## src/rtl/uart_pkg.sv

```systemverilog
// uart_pkg: shared types and constants for the uart_runner slice.
//   uart_state_e         - four-phase frame state used by both RX and TX FSMs
//   DEFAULT_CLKS_PER_BIT - default bit period in clk_i cycles
//   UART_DATA_W          - data bits per frame (fixed at 8)
//   cnt_width()          - width of a counter that counts 0 .. clks_per_bit-1
package uart_pkg;

  typedef enum logic [1:0] {
    IDLE  = 2'd0,
    START = 2'd1,
    DATA  = 2'd2,
    STOP  = 2'd3
  } uart_state_e;

  localparam int DEFAULT_CLKS_PER_BIT = 16;
  localparam int UART_DATA_W          = 8;

  function automatic int cnt_width(input int clks_per_bit);
    return (clks_per_bit < 2) ? 1 : $clog2(clks_per_bit);
  endfunction

endpackage

```

## src/rtl/uart_tx.sv

```systemverilog
// uart_tx: 8N1 transmitter with a ready/valid byte interface.
// Ports:
//   clk_i, rst_i  - clock, synchronous active-high reset
//   tx_data_i     - byte to send, captured when tx_valid_i && tx_ready_o
//   tx_valid_i    - transmit request
//   tx_ready_o    - high while the FSM is in IDLE
//   tx_o          - registered serial output, idle high
module uart_tx
  import uart_pkg::*;
#(
  parameter int CLKS_PER_BIT = DEFAULT_CLKS_PER_BIT,
  parameter int DATA_W       = UART_DATA_W
) (
  input  logic              clk_i,
  input  logic              rst_i,
  input  logic [DATA_W-1:0] tx_data_i,
  input  logic              tx_valid_i,
  output logic              tx_ready_o,
  output logic              tx_o
);

  localparam int CW = cnt_width(CLKS_PER_BIT);
  localparam int BW = $clog2(DATA_W);
  localparam logic [CW-1:0] CNT_LAST = CW'(CLKS_PER_BIT - 1);
  localparam logic [BW-1:0] BIT_LAST = BW'(DATA_W - 1);

  uart_state_e       r_state, w_state_next;
  logic [CW-1:0]     r_cnt, w_cnt_next;
  logic [BW-1:0]     r_bit, w_bit_next;
  logic [DATA_W-1:0] r_shift, w_shift_next;
  logic              r_tx, w_tx_next;

  always_ff @(posedge clk_i) begin
    if (rst_i) begin
      r_state <= IDLE;
      r_cnt   <= '0;
      r_bit   <= '0;
      r_shift <= '0;
      r_tx    <= 1'b1;
    end else begin
      r_state <= w_state_next;
      r_cnt   <= w_cnt_next;
      r_bit   <= w_bit_next;
      r_shift <= w_shift_next;
      r_tx    <= w_tx_next;
    end
  end

  // tx_o is registered, so the next line level is computed together with
  // the state change that starts each bit.
  always_comb begin
    w_state_next = r_state;
    w_cnt_next   = r_cnt;
    w_bit_next   = r_bit;
    w_shift_next = r_shift;
    w_tx_next    = r_tx;
    case (r_state)
      IDLE: begin
        w_cnt_next = '0;
        if (tx_valid_i) begin
          w_state_next = START;
          w_shift_next = tx_data_i;
          w_tx_next    = 1'b0;
        end
      end
      START: begin
        if (r_cnt == CNT_LAST) begin
          w_state_next = DATA;
          w_cnt_next   = '0;
          w_bit_next   = '0;
          w_tx_next    = r_shift[0];
        end else begin
          w_cnt_next = r_cnt + CW'(1);
        end
      end
      DATA: begin
        if (r_cnt == CNT_LAST) begin
          w_cnt_next = '0;
          if (r_bit == BIT_LAST) begin
            w_state_next = STOP;
            w_tx_next    = 1'b1;
          end else begin
            // Shift out the bit just sent; the next one is r_shift[1].
            w_bit_next   = r_bit + BW'(1);
            w_shift_next = r_shift >> 1;
            w_tx_next    = r_shift[1];
          end
        end else begin
          w_cnt_next = r_cnt + CW'(1);
        end
      end
      STOP: begin
        if (r_cnt == CNT_LAST) begin
          w_state_next = IDLE;
          w_cnt_next   = '0;
        end else begin
          w_cnt_next = r_cnt + CW'(1);
        end
      end
      default: begin
        w_state_next = IDLE;
        w_tx_next    = 1'b1;
      end
    endcase
  end

  assign tx_ready_o = (r_state == IDLE);
  assign tx_o       = r_tx;

endmodule

```

## src/rtl/uart_runner.sv

```systemverilog
// uart_runner: full-duplex 8N1 UART endpoint (inline oversampling RX + uart_tx).
// Ports:
//   clk_i, rst_i    - clock, synchronous active-high reset
//   rx_i            - asynchronous serial input, idle high
//   tx_o            - serial output, idle high
//   rx_data_o       - last good received byte
//   rx_valid_o      - one-cycle pulse when rx_data_o updates
//   rx_frame_err_o  - one-cycle pulse when a stop bit samples low
//   tx_data_i/tx_valid_i/tx_ready_o - transmit byte ready/valid interface
// Optional build macro UART_ECHO_EN: every received byte is also queued to
// the transmitter through a 1-entry, last-wins echo register that takes
// priority over tx_valid_i and holds tx_ready_o low while occupied.
module uart_runner
  import uart_pkg::*;
#(
  parameter int CLKS_PER_BIT = DEFAULT_CLKS_PER_BIT,
  parameter int DATA_W       = UART_DATA_W
) (
  input  logic              clk_i,
  input  logic              rst_i,
  input  logic              rx_i,
  output logic              tx_o,
  output logic [DATA_W-1:0] rx_data_o,
  output logic              rx_valid_o,
  output logic              rx_frame_err_o,
  input  logic [DATA_W-1:0] tx_data_i,
  input  logic              tx_valid_i,
  output logic              tx_ready_o
);

  localparam int CW = cnt_width(CLKS_PER_BIT);
  localparam int BW = $clog2(DATA_W);
  localparam logic [CW-1:0] CNT_LAST  = CW'(CLKS_PER_BIT - 1);
  localparam logic [CW-1:0] HALF_LAST = CW'(CLKS_PER_BIT / 2 - 1);
  localparam logic [BW-1:0] BIT_LAST  = BW'(DATA_W - 1);

  // ---------------- RX ----------------
  logic [1:0]        r_rx_sync;
  logic              w_rx;
  uart_state_e       r_rx_state, w_rx_state_next;
  logic [CW-1:0]     r_rx_cnt, w_rx_cnt_next;
  logic [BW-1:0]     r_rx_bit, w_rx_bit_next;
  logic [DATA_W-1:0] r_rx_shift, w_rx_shift_next;
  logic [DATA_W-1:0] r_rx_data, w_rx_data_next;
  logic              r_rx_valid, w_rx_valid_next;
  logic              r_rx_ferr, w_rx_ferr_next;

  assign w_rx = r_rx_sync[1];

  always_ff @(posedge clk_i) begin
    if (rst_i) begin
      r_rx_sync  <= 2'b11;  // idle line level, so reset never looks like a start bit
      r_rx_state <= IDLE;
      r_rx_cnt   <= '0;
      r_rx_bit   <= '0;
      r_rx_shift <= '0;
      r_rx_data  <= '0;
      r_rx_valid <= 1'b0;
      r_rx_ferr  <= 1'b0;
    end else begin
      r_rx_sync  <= {r_rx_sync[0], rx_i};
      r_rx_state <= w_rx_state_next;
      r_rx_cnt   <= w_rx_cnt_next;
      r_rx_bit   <= w_rx_bit_next;
      r_rx_shift <= w_rx_shift_next;
      r_rx_data  <= w_rx_data_next;
      r_rx_valid <= w_rx_valid_next;
      r_rx_ferr  <= w_rx_ferr_next;
    end
  end

  // After the half-bit START wait, every later sample lands mid-bit.
  always_comb begin
    w_rx_state_next = r_rx_state;
    w_rx_cnt_next   = r_rx_cnt;
    w_rx_bit_next   = r_rx_bit;
    w_rx_shift_next = r_rx_shift;
    w_rx_data_next  = r_rx_data;
    w_rx_valid_next = 1'b0;
    w_rx_ferr_next  = 1'b0;
    case (r_rx_state)
      IDLE: begin
        w_rx_cnt_next = '0;
        if (!w_rx) w_rx_state_next = START;
      end
      START: begin
        if (r_rx_cnt == HALF_LAST) begin
          w_rx_cnt_next   = '0;
          w_rx_bit_next   = '0;
          // A line already high again at mid start bit was only a glitch.
          w_rx_state_next = w_rx ? IDLE : DATA;
        end else begin
          w_rx_cnt_next = r_rx_cnt + CW'(1);
        end
      end
      DATA: begin
        if (r_rx_cnt == CNT_LAST) begin
          w_rx_cnt_next   = '0;
          w_rx_shift_next = {w_rx, r_rx_shift[DATA_W-1:1]};
          if (r_rx_bit == BIT_LAST) w_rx_state_next = STOP;
          else                      w_rx_bit_next   = r_rx_bit + BW'(1);
        end else begin
          w_rx_cnt_next = r_rx_cnt + CW'(1);
        end
      end
      STOP: begin
        if (r_rx_cnt == CNT_LAST) begin
          // Leave mid stop bit so a frame starting right after is not missed.
          w_rx_state_next = IDLE;
          w_rx_cnt_next   = '0;
          if (w_rx) begin
            w_rx_data_next  = r_rx_shift;
            w_rx_valid_next = 1'b1;
          end else begin
            w_rx_ferr_next = 1'b1;
          end
        end else begin
          w_rx_cnt_next = r_rx_cnt + CW'(1);
        end
      end
      default: w_rx_state_next = IDLE;
    endcase
  end

  assign rx_data_o      = r_rx_data;
  assign rx_valid_o     = r_rx_valid;
  assign rx_frame_err_o = r_rx_ferr;

  // ---------------- TX ----------------
  logic [DATA_W-1:0] w_txc_data;
  logic              w_txc_valid;
  logic              w_txc_ready;

`ifdef UART_ECHO_EN
  logic              r_echo_full;
  logic [DATA_W-1:0] r_echo_data;

  // Loaded on the same edge rx_valid_o rises; a new byte overwrites any
  // pending one, and a load beats a same-cycle hand-off to the transmitter.
  always_ff @(posedge clk_i) begin
    if (rst_i) begin
      r_echo_full <= 1'b0;
      r_echo_data <= '0;
    end else if (w_rx_valid_next) begin
      r_echo_full <= 1'b1;
      r_echo_data <= r_rx_shift;
    end else if (r_echo_full && w_txc_ready) begin
      r_echo_full <= 1'b0;
    end
  end

  assign w_txc_valid = r_echo_full | tx_valid_i;
  assign w_txc_data  = r_echo_full ? r_echo_data : tx_data_i;
  assign tx_ready_o  = w_txc_ready & ~r_echo_full;
`else
  assign w_txc_valid = tx_valid_i;
  assign w_txc_data  = tx_data_i;
  assign tx_ready_o  = w_txc_ready;
`endif

  uart_tx #(
    .CLKS_PER_BIT (CLKS_PER_BIT),
    .DATA_W       (DATA_W)
  ) u_tx (
    .clk_i      (clk_i),
    .rst_i      (rst_i),
    .tx_data_i  (w_txc_data),
    .tx_valid_i (w_txc_valid),
    .tx_ready_o (w_txc_ready),
    .tx_o       (tx_o)
  );

endmodule

```

## config.mk

```make
export PLATFORM = sky130hd
export DESIGN_NAME = uart_runner
export DESIGN_NICKNAME = d
export VERILOG_FILES = /design/src/rtl/uart_pkg.sv /design/src/rtl/uart_tx.sv /design/src/rtl/uart_runner.sv
export SDC_FILE = /design/constraint.sdc
export NUM_CORES = 1
export LEC_CHECK = 0
export BUFFER_PORTS_ARGS = -buffer_cell sky130_fd_sc_hd__clkbuf_2
export CORE_ASPECT_RATIO = 1.2
export CORE_MARGIN = 10
export CORE_UTILIZATION = 63
export DETAILED_ROUTE_END_ITERATION = 10
export PLACE_DENSITY_LB_ADDON = 0.3
export SYNTH_ARGS = -nofsm -noshare
export SYNTH_HDL_FRONTEND = slang
export SYNTH_SLANG_ARGS = --single-unit
```

## constraint.sdc

```tcl
create_clock -name clk_i -period 4.2 [get_ports clk_i]
set_clock_uncertainty 0.05 [all_clocks]
set_input_delay 0 -clock clk_i [delete_from_list [all_inputs] [get_ports clk_i]]
set_output_delay 0 -clock clk_i [all_outputs]
set_load 0.03 [all_outputs]
```

Word-level counts from Yosys, hierarchy flattened. Cells that the tools add are included.

Add/subtract/negate cells: 4. Equal/unequal tests: 23. Mux-type cells: 37. Bitwise logic cells: 2. Reduce and logical (&&, ||, !) cells: 17.

Operators with widths (count): $mux 8 (3); $mux 2 (11); $mux 3 (6); $ne 2x2->1 const B (8); $pmux 2 s4 (2); $pmux 8 s2 (1); $reduce_and 4->1 (4); $mux 4 (3); $pmux 3 s2 (2); $pmux 4 s3 (1); $reduce_and 5->1 (2); $add 4x1->4 const B (2); $eq 2x2->1 const B (4); $eq 4x4->1 const B (2); $ne 2x1->1 const B (4); $pmux 4 s2 (1); $add 3x1->3 const B (2); $eq 3x3->1 const B (2); $mux 1 (6); $reduce_bool 2->1 (3); $reduce_or 3->1 (2); $eq 2x1->1 const B (2); $eq 4x3->1 const B (1); $logic_not 2->1 (2); 6 further kinds (7).

Flip-flop bits (word level): 47. Logic and storage cells: 96.

Logic depth before layout (Yosys ltp). Gate-level depths: netlist of run 1.

Depth in word-level cells: 4. Mapped depth: 7. Gate-level depth less buffers: 5.

Cells and area by module. A second synthesis of run 1 with hierarchy kept.

Cells, all modules: 242. Area total of the unflattened synthesis: 2283.4 µm².

By module, submodules not included: uart_runner (instances 1, cells each 137, area each 1234.9 µm², sequential area each 580.6 µm²); uart_tx (instances 1, cells each 105, area each 1048.5 µm², sequential area each 360.3 µm²).

Worst setup path before layout of run 1. Ideal clock, no wire load.

Path type: register to register. From: register u_tx.r_state[1]. To: register u_tx.r_shift[0]. Arrival: 1691 ps. Required time: 4029 ps. Path slack: 2339 ps. Stages on the path, launching flop included: 6. Path buffers: 0. Clock period less this slack: 1861 ps. Path through: dfxtp_1 -> inv_1 -> ha_1 -> and3b_1 -> a31oi_4 -> mux2_2.

Longest elaborated chain between the ends: 3.

Ends and longest elaborated chain: start: declaration (RTL line uart_tx.sv:27) `uart_state_e r_state, w_state_next;`; start signal: assignment (RTL line uart_tx.sv:41) `r_state <= w_state_next;`; $logic_not 2->1 *; named net tx_ready_o (RTL line uart_runner.sv:28) `output logic tx_ready_o`; $ne 2x2->1 (no source line) / $reduce_bool 2->1 (equally long branches); $reduce_and 4->1 (no source line); end signal: assignment (RTL line uart_tx.sv:44) `r_shift <= w_shift_next;`; end: declaration (RTL line uart_tx.sv:30) `logic [DATA_W-1:0] r_shift, w_shift_next;`.

Mark *: on every way through the listed nets, which the timed path passes. The rest lies on a longest branch. A chain may end at the register's enable or synchronous reset.

Final worst setup path of run 1.
From: register u_tx.r_state[0]. To: register u_tx.r_shift[2].

Longest elaborated chain between the ends: 3.

Ends and longest elaborated chain: $eq 2x2->1 / $logic_not 2->1 (equally long branches) (RTL line uart_tx.sv:57) `case (r_state)`; $ne 2x2->1 (no source line), or another cell as far along; $reduce_and 4->1 (no source line).

Several ways; a longest one is shown, not always the timed one.

==> out/metrics.csv, run 1 <==
metric;value;unit
grt total ovfl;0;
startpoint of the tightest hold check path;tx_data_i[2];
root buffer cell;sky130_fd_sc_hd__clkbuf_8;
pin count of the biggest net entering global routing;61;
top area cells in the synthesized netlist;sky130_fd_sc_hd__dfxtp_1, sky130_fd_sc_hd__ha_1, sky130_fd_sc_hd__mux2i_1;
number of buffers inserted by port buffering;23;
post-synth cell types;50;
R2R Path End;u_tx.r_shift[2];
post-place setup slack;2030;ps
CORE AREA;0.00363;mm^2
via density per instance;5.77;
dpl hpwl;3050;um
number of buffers added by the clock tree synthesis step;5;
total power density per cell area;485;mW/mm^2
capturing element type of the critical path;register;
Synth Net Count;281;
synthesized area;0.00238;mm^2
Lkg Pwr;1.00;nW
largest driver fanout on the critical path;17;
routability-driven placement congestion ratio;0.775;
max-capacitance violation count;0;
share of the synthesized area in the top cell type;39.6;%
proportion of synthesized flip-flops having asynchronous set or reset;0;%
clock period minus final worst setup slack;2190;ps
antenna viol nets, final;0;
number of warnings printed during yosys synthesis;0;
number of remaining DRC errors;0;
CTS resizes;0;
type of element launching the critical path;register;
Nets;294;
layout cell share with drive strength beyond 1;18.0;%
horizontal die dimension;76.1;um
worst reg-to-reg path cell count;5;
global-route wire length before repair;7630;um
Routed WL;4430;um
most common cell after layout, fill and taps aside;sky130_fd_sc_hd__dfxtp_1;
post-synthesis average cell area;9.21;um^2
combinational fraction of design power;27.5;%
Hold Path Class;primary input to register;
WHS Endpoint;u_tx.r_shift[2];
Period Utilization, post-route;52.2;%
Antenna Cells;0;
CP Data Arrival Time;2340;ps
Avg WL per Cell;13.7;um
RSZ-0062 raised after global routing;false;
post-place instance area;0.00246;mm^2
synthesis-to-layout area growth;10.1;%
CTS tree;done;
ys flop type;sky130_fd_sc_hd__dfxtp_1;
DR iter-0 viols;193;
final setup slack of the worst path;2010;ps
clock tree sinks;47;
top cell type by total area after synthesis;sky130_fd_sc_hd__dfxtp_1;
worst hold stages;4;
Skew-Pair Late Insertion Delay;310;ps
Pre-Repair DR Iteration Count;4;
final instance area;0.00262;mm^2
internal cell power;884;uW
Site Rows;24;
post-layout power;1.27;mW
remaining max-slew budget at the tightest pin;29.7;%
number of global-route vias before repair;1805;
vias after detailed routing;1871;
count of flip-flops with a built-in enable after synthesis;0;
synthesized instance count;258;
initial core utilization;65.4;%
reg-to-reg slack, setup;2010;ps
sequential-to-total area share from yosys stat;39.6;%
most frequent cells in the layout;sky130_fd_sc_hd__dfxtp_1, sky130_fd_sc_hd__a21oi_1, sky130_fd_sc_hd__clkbuf_2;
total die area;0.00664;mm^2
Worst-path clk slew;90;ps
worst flop-to-flop path startpoint;u_tx.r_state[0];
Final TNS setup;0;ps
critical path data required time;4340;ps
antenna violations before repair;0;
maximum resistive drop on vdd;0.000418;V
share of total power in sequential cells;40.7;%
Finish-stage setup viols;0;
register bit total from synthesis;47;
transition at the pin with the smallest max-transition slack;1060;ps
number of ports placed on the die boundary;24;
proportion of total power due to net switching;30.3;%
Final Max Slew Viols;0;
Psw;384;uW
number of hold-slack violations in the final timing report;0;
Clk pwr share;31.7;%
H-tree depth reported by CTS;2;
Overall Global Routing Usage;13.3;%
die outline height;87.3;um
status;finished, final reports clean;
Longest Clk Path Bufs;2;
class of the most critical setup path;register to register;
maximum operating frequency;456;MHz
==> flip-flops by register name, indices dropped and copies added, names as in the netlist, 3 cells and up, named ones only <==
signal / flops
r_rx_bit: 3
r_rx_cnt: 4
r_rx_shift: 8
rx_data_o: 8
u_tx.r_bit: 3
u_tx.r_cnt: 4
u_tx.r_shift: 8
==> worst max-delay path, stage by stage, from the launching register on <==
cell and delay [ps]:
sky130_fd_sc_hd__dfxtp_1 340, sky130_fd_sc_hd__inv_1 100, sky130_fd_sc_hd__ha_1 620, sky130_fd_sc_hd__and3b_1 310, sky130_fd_sc_hd__a31oi_4 300, sky130_fd_sc_hd__mux2_2 370
==> cell families after synthesis <==
logic type                 Yosys count  share of synthesized area [%]
AOI/OAI and AO/OA                   63                           17.3
buffers and inverters               30                           5.95
DFF                                 47                           39.6
muxes                               20                           8.79
and+or+nand+nor                     85                           21.8
adders and majority gates           11                           5.79
xor gates and xnor gates             2                          0.737
==> cell usage after synthesis (2+ instances only) <==
master and instances:
sky130_fd_sc_hd__dfxtp_1 47, sky130_fd_sc_hd__a21oi_1 24, sky130_fd_sc_hd__nand3_1 21, sky130_fd_sc_hd__o21ai_0 17, sky130_fd_sc_hd__mux2i_1 13, sky130_fd_sc_hd__nor2_1 13, sky130_fd_sc_hd__buf_2 11, sky130_fd_sc_hd__ha_1 11
sky130_fd_sc_hd__inv_1 11, sky130_fd_sc_hd__nor2b_1 10, sky130_fd_sc_hd__mux2_2 7, sky130_fd_sc_hd__clkbuf_1 5, sky130_fd_sc_hd__nand2b_1 5, sky130_fd_sc_hd__nand3b_1 4, sky130_fd_sc_hd__o31ai_1 4, sky130_fd_sc_hd__and3_1 3
sky130_fd_sc_hd__nand2_1 3, sky130_fd_sc_hd__nand4b_1 3, sky130_fd_sc_hd__nor3_1 3, sky130_fd_sc_hd__or2_2 3, sky130_fd_sc_hd__a211oi_1 2, sky130_fd_sc_hd__a311oi_1 2, sky130_fd_sc_hd__a31oi_1 2, sky130_fd_sc_hd__and2_1 2
sky130_fd_sc_hd__and3b_1 2, sky130_fd_sc_hd__buf_6 2, sky130_fd_sc_hd__nor4_1 2, sky130_fd_sc_hd__nor4b_1 2, sky130_fd_sc_hd__o211ai_1 2, sky130_fd_sc_hd__xnor2_1 2
==> per-stage QoR <==
step | utilization [%] | std cells | hold slack, ps
3_3_place_gp | 67.6 | 314 | 151
5_1_grt | 72.0 | 324 | 21.4
6_report | 72.0 | 324 | 16.9
2_1_floorplan | - | 258 | 53.8
4_1_cts | 72.0 | 324 | 13.1
3_5_place_dp | 67.6 | 314 | 153
==> final cells by class <==
class / count / area [um^2]
clock buffers: 5 / 68.8
clock inverters: 3 / 71.3
fillers: 291 / 1020
inverters: 11 / 41.3
multi-input cells: 181 / 1290
flip-flops and latches: 47 / 941
well taps: 52 / 65.1
repair buffers: 25 / 135
==> timing repair <==
action,4_1_cts,5_1_grt
hold buffers,2,0
endpoints found under the hold margin,2,0
buffers inserted,0,0
==> how the worst max path moves through the flow <==
stage / cells after the start / start / slack [ps] / endpoint
finish: 5 / u_tx.r_state[0] / 2010 / u_tx.r_shift[2]
global route: 5 / u_tx.r_state[0] / 1880 / u_tx.r_shift[5]
CTS: 5 / u_tx.r_state[0] / 2000 / u_tx.r_shift[2]
detailed placement: 4 / u_tx.r_state[1] / 2030 / u_tx.r_shift[2]
global placement: 5 / u_tx.r_state[0] / 2090 / u_tx.r_shift[0]
floorplan: 5 / u_tx.r_state[1] / 2340 / u_tx.r_shift[0]
==> routing by layer <==
layer | vias up | global-route usage, % | wire [um]
met3 | 5 | 4.03 | 150
met1 | 885 | 13.9 | 2000
li1 | 952 | - | -
met2 | 29 | 24.7 | 2230
met4 | 0 | 4.91 | 41
met5 | - | 0 | 0
==> power groups by stage <==
stage,combinational [mW],clock (mW),sequential [mW]
2_1_floorplan,0.287,0,0.527
3_3_place_gp,0.337,0,0.523
3_5_place_dp,0.348,0,0.527
4_1_cts,0.352,0.410,0.516
5_1_grt,0.384,0.425,0.521
6_report,0.349,0.402,0.516
(Power assumes the default switching activity.)
==> inputs of run 2 (changes only) <==
- CORE_UTILIZATION: 63 -> 52
- clock period: 4.2 -> 1.8 ns (I/O delays scaled with it)
==> run 2 against run 1 <==
  * Via count up 0.16%
  * Critical path depth is 1 higher
  * Setup slack worse by 2000 ps
  * Flip-flop and latch count is the same
  * Critical path type unchanged
  * First-iteration DRC count decreased by 10%
  * Critical endpoint is now u_tx.r_shift[6]
  * Sequential share of layout area is 0.86 points lower
  * Worst hold slack better by 1.1 ps
  * Final area rose by 2.7%
  * Power up 120%
==> out/metrics.csv, run 2 (same netlist as run 1, synthesis figures left out) <==
metric;value;unit
capturing element type of the critical path;register;
maximum operating frequency;572;MHz
Site Rows;26;
root buffer cell;sky130_fd_sc_hd__clkbuf_8;
type of element launching the critical path;register;
number of buffers added by the clock tree synthesis step;5;
global-route wire length before repair;8190;um
Avg WL per Cell;13.8;um
reg-to-reg slack, setup;50;ps
synthesis-to-layout area growth;13.1;%
layout cell share with drive strength beyond 1;22.2;%
CTS tree;done;
final worst hold slack;18.0;ps
routability-driven placement congestion ratio;0.794;
CORE AREA;0.00433;mm^2
horizontal die dimension;81.7;um
number of hold-slack violations in the final timing report;0;
most common cell after layout, fill and taps aside;sky130_fd_sc_hd__dfxtp_1;
total power density per cell area;1040;mW/mm^2
post-layout instance count excluding filler cells;335;
Antenna Cells;0;
cell count after placement;325;
die outline height;94.0;um
status;finished, final reports clean;
Period Utilization, post-route;97.1;%
dpl hpwl;3380;um
Overall Global Routing Usage;12.9;%
RSZ-0062 raised after global routing;false;
delay of the slowest critical-path stage;360;ps
number of global-route vias before repair;1868;
antenna violations before repair;0;
clock tree sinks;47;
CP top delay family;flip-flops;
antenna viol nets, final;0;
DR iter-0 viols;173;
total die area;0.00768;mm^2
transition at the pin with the smallest max-transition slack;427;ps
initial core utilization;54.9;%
Skew-Pair Late Insertion Delay;300;ps
pin count of the biggest net entering global routing;45;
Worst-path clk slew;80;ps
final core utilization;62.1;%
number of ports placed on the die boundary;24;
worst flop-to-flop path startpoint;u_tx.r_bit[1];
Final Max Slew Viols;0;
via density per instance;5.59;
Routed WL;4640;um
post-place instance area;0.00253;mm^2
class of the most critical setup path;register to register;
slowest CP cell;sky130_fd_sc_hd__dfxtp_2;
vias after detailed routing;1874;
remaining max-slew budget at the tightest pin;71.3;%
worst path cell trace;ha_4, ha_2, and2b_2, a31oi_4, buf_12, mux2_2;
clock period minus final worst setup slack;1750;ps
maximum resistive drop on vdd;0.000605;V
Hold Path Class;primary input to register;
combined buffer and inverter count along the critical path;1;
startpoint of the tightest hold check path;tx_data_i[4];
most frequent cells in the layout;sky130_fd_sc_hd__dfxtp_1, sky130_fd_sc_hd__a21oi_1, sky130_fd_sc_hd__clkbuf_2;
final instance area;0.00269;mm^2
grt total ovfl;0;
number of remaining DRC errors;0;
max-capacitance violation count;0;
H-tree depth reported by CTS;2;
largest driver fanout on the critical path;7;
Nets;302;
critical path data required time;1940;ps
Longest Clk Path Bufs;2;
number of buffers inserted by port buffering;23;
launching instance or port of the critical path;u_tx.r_bit[1];
Pre-Repair DR Iteration Count;4;
Finish-stage setup viols;0;
Lkg Pwr;1.03;nW
CP Data Arrival Time;1890;ps
[run 2: cell types whose count changed in the layout (fill, tap and decap cells not counted), moves of 2 or more]
cell,delta
sky130_fd_sc_hd__buf_4,+6
sky130_fd_sc_hd__ha_1,-4
sky130_fd_sc_hd__ha_2,+3
sky130_fd_sc_hd__mux2_2,-3
sky130_fd_sc_hd__mux2_4,+3
sky130_fd_sc_hd__buf_12,+2
sky130_fd_sc_hd__bufinv_16,-2
sky130_fd_sc_hd__dfxtp_1,-2
sky130_fd_sc_hd__dfxtp_2,+2
[run 2: power by group]
part	switching (mW)	internal (mW)	total, mW
logic	0.490	0.468	0.958
registers	0.0637	1.14	1.20
clock network	0.328	0.301	0.630
[run 2: worst register-to-register path, stage by stage (launching register included)]
cell and delay (ps):
sky130_fd_sc_hd__dfxtp_2 360, sky130_fd_sc_hd__ha_4 140, sky130_fd_sc_hd__ha_2 180, sky130_fd_sc_hd__and2b_2 240, sky130_fd_sc_hd__a31oi_4 200, sky130_fd_sc_hd__buf_12 150
sky130_fd_sc_hd__mux2_2 330
[run 2: worst paths after layout]
check        cells past startpoint         endpoint
min reg2reg                      1     r_rx_sync[1]
min                              4  u_tx.r_shift[4]
max                              6  u_tx.r_shift[6]
max reg2reg                      6  u_tx.r_shift[6]
[run 2: cell type report]
type,instances,area (um^2)
clock inverters,1,5.00
multi-input cells,181,1330
inverters,11,41.3
clock buffers,6,82.6
repair buffers,33,220
flip-flops and latches,47,943
fillers,402,1640
well taps,56,70.1
[run 2: per-stage QoR]
step	TNS [ps]	power, mW	worst slack [ps]
after floorplan	0	1.91	85.2
after global placement	0	2.09	14.8
after detailed placement	-185	2.11	-36.0
after CTS	0	2.75	1.78
after global routing	0	2.95	10.5
final	0	2.79	52.6
[run 2: layer usage]
layer  wire length [um]  global-route usage (%)  part of all wire [%]  vias to the layer above
li1                   -                       -                     -                      965
met1               2190                    16.2                    47                      864
met2               2110                    20.4                    46                       38
met3                277                    4.02                   6.0                        7
met4                 52                    3.98                   1.1                        0
met5                  0                       0                     0                        -
[run 2: repair_timing]
action	4_1_cts	5_1_grt
buffers inserted	0	1
hold buffers	2	0
pin swaps	1	2
endpoints found under the hold margin	2	0
setup endpoints to repair	7	7
cloned	0	0
gates resized for setup	2	7
==> inputs of run 3 (changes only) <==
- clock period: 1.8 -> 1.45 ns (I/O delays scaled with it)
==> run 3 against run 2 <==
  * The flow now finishes with violations (setup timing)
  * Non-clock buffer count rose by 37
  * Largest cell class unchanged
  * Clock-buffer cell count stayed put
  * Power is 52% higher
  * Critical path depth is the same
  * Final cell count is 11% higher
==> out/metrics.csv, run 3 (same netlist as run 1, synthesis figures left out) <==
metric;value;unit
layout cell share with drive strength beyond 1;39.4;%
reg-to-reg slack, setup;-200;ps
final worst hold slack;29.8;ps
Site Rows;26;
delay of the slowest critical-path stage;370;ps
transition at the pin with the smallest max-transition slack;477;ps
Worst-path clk slew;80;ps
number of buffers added by the clock tree synthesis step;5;
number of hold-slack violations in the final timing report;0;
maximum operating frequency;606;MHz
antenna violations before repair;0;
combined buffer and inverter count along the critical path;1;
horizontal die dimension;81.7;um
worst reg-to-reg path cell count;6;
Pre-Repair DR Iteration Count;4;
WHS Endpoint;u_tx.r_shift[1];
remaining max-slew budget at the tightest pin;67.8;%
clock period minus final worst setup slack;1650;ps
number of global-route vias before repair;2133;
CP Data Arrival Time;1790;ps
maximum resistive drop on vdd;0.00125;V
critical path data required time;1590;ps
worst flop-to-flop path startpoint;u_tx.r_bit[1];
total die area;0.00768;mm^2
synthesis-to-layout area growth;33.8;%
Antenna Cells;0;
Period Utilization, post-route;114;%
number of ports placed on the die boundary;24;
post-layout instance count excluding filler cells;373;
post-place instance area;0.00281;mm^2
Overall Global Routing Usage;15.4;%
Final Max Slew Viols;0;
CORE AREA;0.00433;mm^2
slowest CP cell;sky130_fd_sc_hd__dfxtp_4;
dpl hpwl;3710;um
vias after detailed routing;2080;
Avg WL per Cell;15.4;um
root buffer cell;sky130_fd_sc_hd__clkbuf_8;
most frequent cells in the layout;sky130_fd_sc_hd__dfxtp_1, sky130_fd_sc_hd__buf_4, sky130_fd_sc_hd__clkbuf_2;
startpoint of the tightest hold check path;tx_data_i[1];
pin count of the biggest net entering global routing;26;
Finish-stage setup viols;15;
Hold Path Class;primary input to register;
CP most frequent cell;sky130_fd_sc_hd__ha_4;
RSZ-0062 raised after global routing;true;
Lkg Pwr;1.25;nW
via density per instance;5.58;
die outline height;94.0;um
antenna viol nets, final;0;
worst hold stages;4;
CTS tree;done;
global-route wire length before repair;9690;um
number of fill cells in the layout;295;
total power density per cell area;1330;mW/mm^2
final instance area;0.00318;mm^2
class of the most critical setup path;register to register;
Routed WL;5750;um
status;finished with violations;
R2R Path End;u_tx.r_shift[3];
final setup slack of the worst path;-201;ps
type of element launching the critical path;register;
capturing element type of the critical path;register;
worst path cell trace;ha_4, ha_4, and2b_2, a31oi_4, buf_12, mux2_4;
violated checks;setup timing;
initial core utilization;54.9;%
Skew-Pair Late Insertion Delay;300;ps
DR iter-0 viols;160;
number of buffers inserted by port buffering;23;
number of remaining DRC errors;0;
grt total ovfl;0;
final core utilization;73.5;%
routability-driven placement congestion ratio;0.814;
largest driver fanout on the critical path;7;
H-tree depth reported by CTS;2;
cell count after placement;356;
max-capacitance violation count;0;
Nets;339;
post-place setup slack;-312;ps
Longest Clk Path Bufs;2;
CP top delay family;flip-flops;
clock tree sinks;47;
run 3: cell types whose count changed in the layout (fill, tap and decap cells not counted), sizes merged:
cell    before  now
buf          8   45
bufinv       0    1
run 3: worst max path at each step:
stage,from,to,slack (ps),cells past startpoint
after global placement,u_tx.r_bit[1],u_tx.r_shift[6],-260,5
after global routing,u_tx.r_bit[1],u_tx.r_shift[3],-230,6
after floorplan,u_tx.r_state[1],u_tx.r_shift[0],-170,5
after detailed placement,u_tx.r_bit[1],u_tx.r_shift[3],-310,5
final,u_tx.r_bit[1],u_tx.r_shift[3],-200,6
after CTS,u_tx.r_bit[1],u_tx.r_shift[3],-220,6
run 3: through the flow:
stage | power (mW) | TNS, ps
after floorplan | 2.48 | -1160
after global placement | 2.91 | -2050
after detailed placement | 2.95 | -2480
after CTS | 4.17 | -1780
after global routing | 4.42 | -2580
final | 4.24 | -1860
run 3: layout make-up:
| class | count | area (um^2) | share of cell area, % |
|---|---|---|---|
| multi-input cells | 181 | 1500 | 47.0 |
| flip-flops and latches | 47 | 953 | 30.0 |
| repair buffers | 70 | 497 | 15.6 |
| clock buffers | 6 | 82.6 | 2.60 |
| well taps | 56 | 70.1 | 2.20 |
| inverters | 11 | 46.3 | 1.46 |
| clock inverters | 2 | 35.0 | 1.10 |
run 3: timing repair:
item                                    CTS  global route
hold buffers                              2             0
resized for setup                        24            13
setup buffers                             6             2
pin swaps                                17             6
endpoints found under the setup margin   15            21
hold endpoints to repair                  2             0
run 3: layer usage:
metal	vias up	share of wire (%)	GRT usage, %	routed length (um)
li1	1044	-	-	-
met1	991	44	17.8	2520
met2	33	49	26.3	2840
met3	12	4.4	3.35	253
met4	0	2.6	7.10	148
met5	-	0	0	0
run 3: worst register-to-register path, stage by stage, from the launching register on:
cell	delay, ps
sky130_fd_sc_hd__dfxtp_4	370
sky130_fd_sc_hd__ha_4	140
sky130_fd_sc_hd__ha_4	120
sky130_fd_sc_hd__and2b_2	240
sky130_fd_sc_hd__a31oi_4	160
sky130_fd_sc_hd__buf_12	160
sky130_fd_sc_hd__mux2_4	310
run 3: power by group:
part | leakage (nW) | internal (mW) | switching, mW | total [mW]
Clock | 0.0612 | 0.558 | 0.436 | 0.994
Sequential | 0.385 | 1.42 | 0.0930 | 1.51
Combinational | 0.806 | 0.917 | 0.811 | 1.73
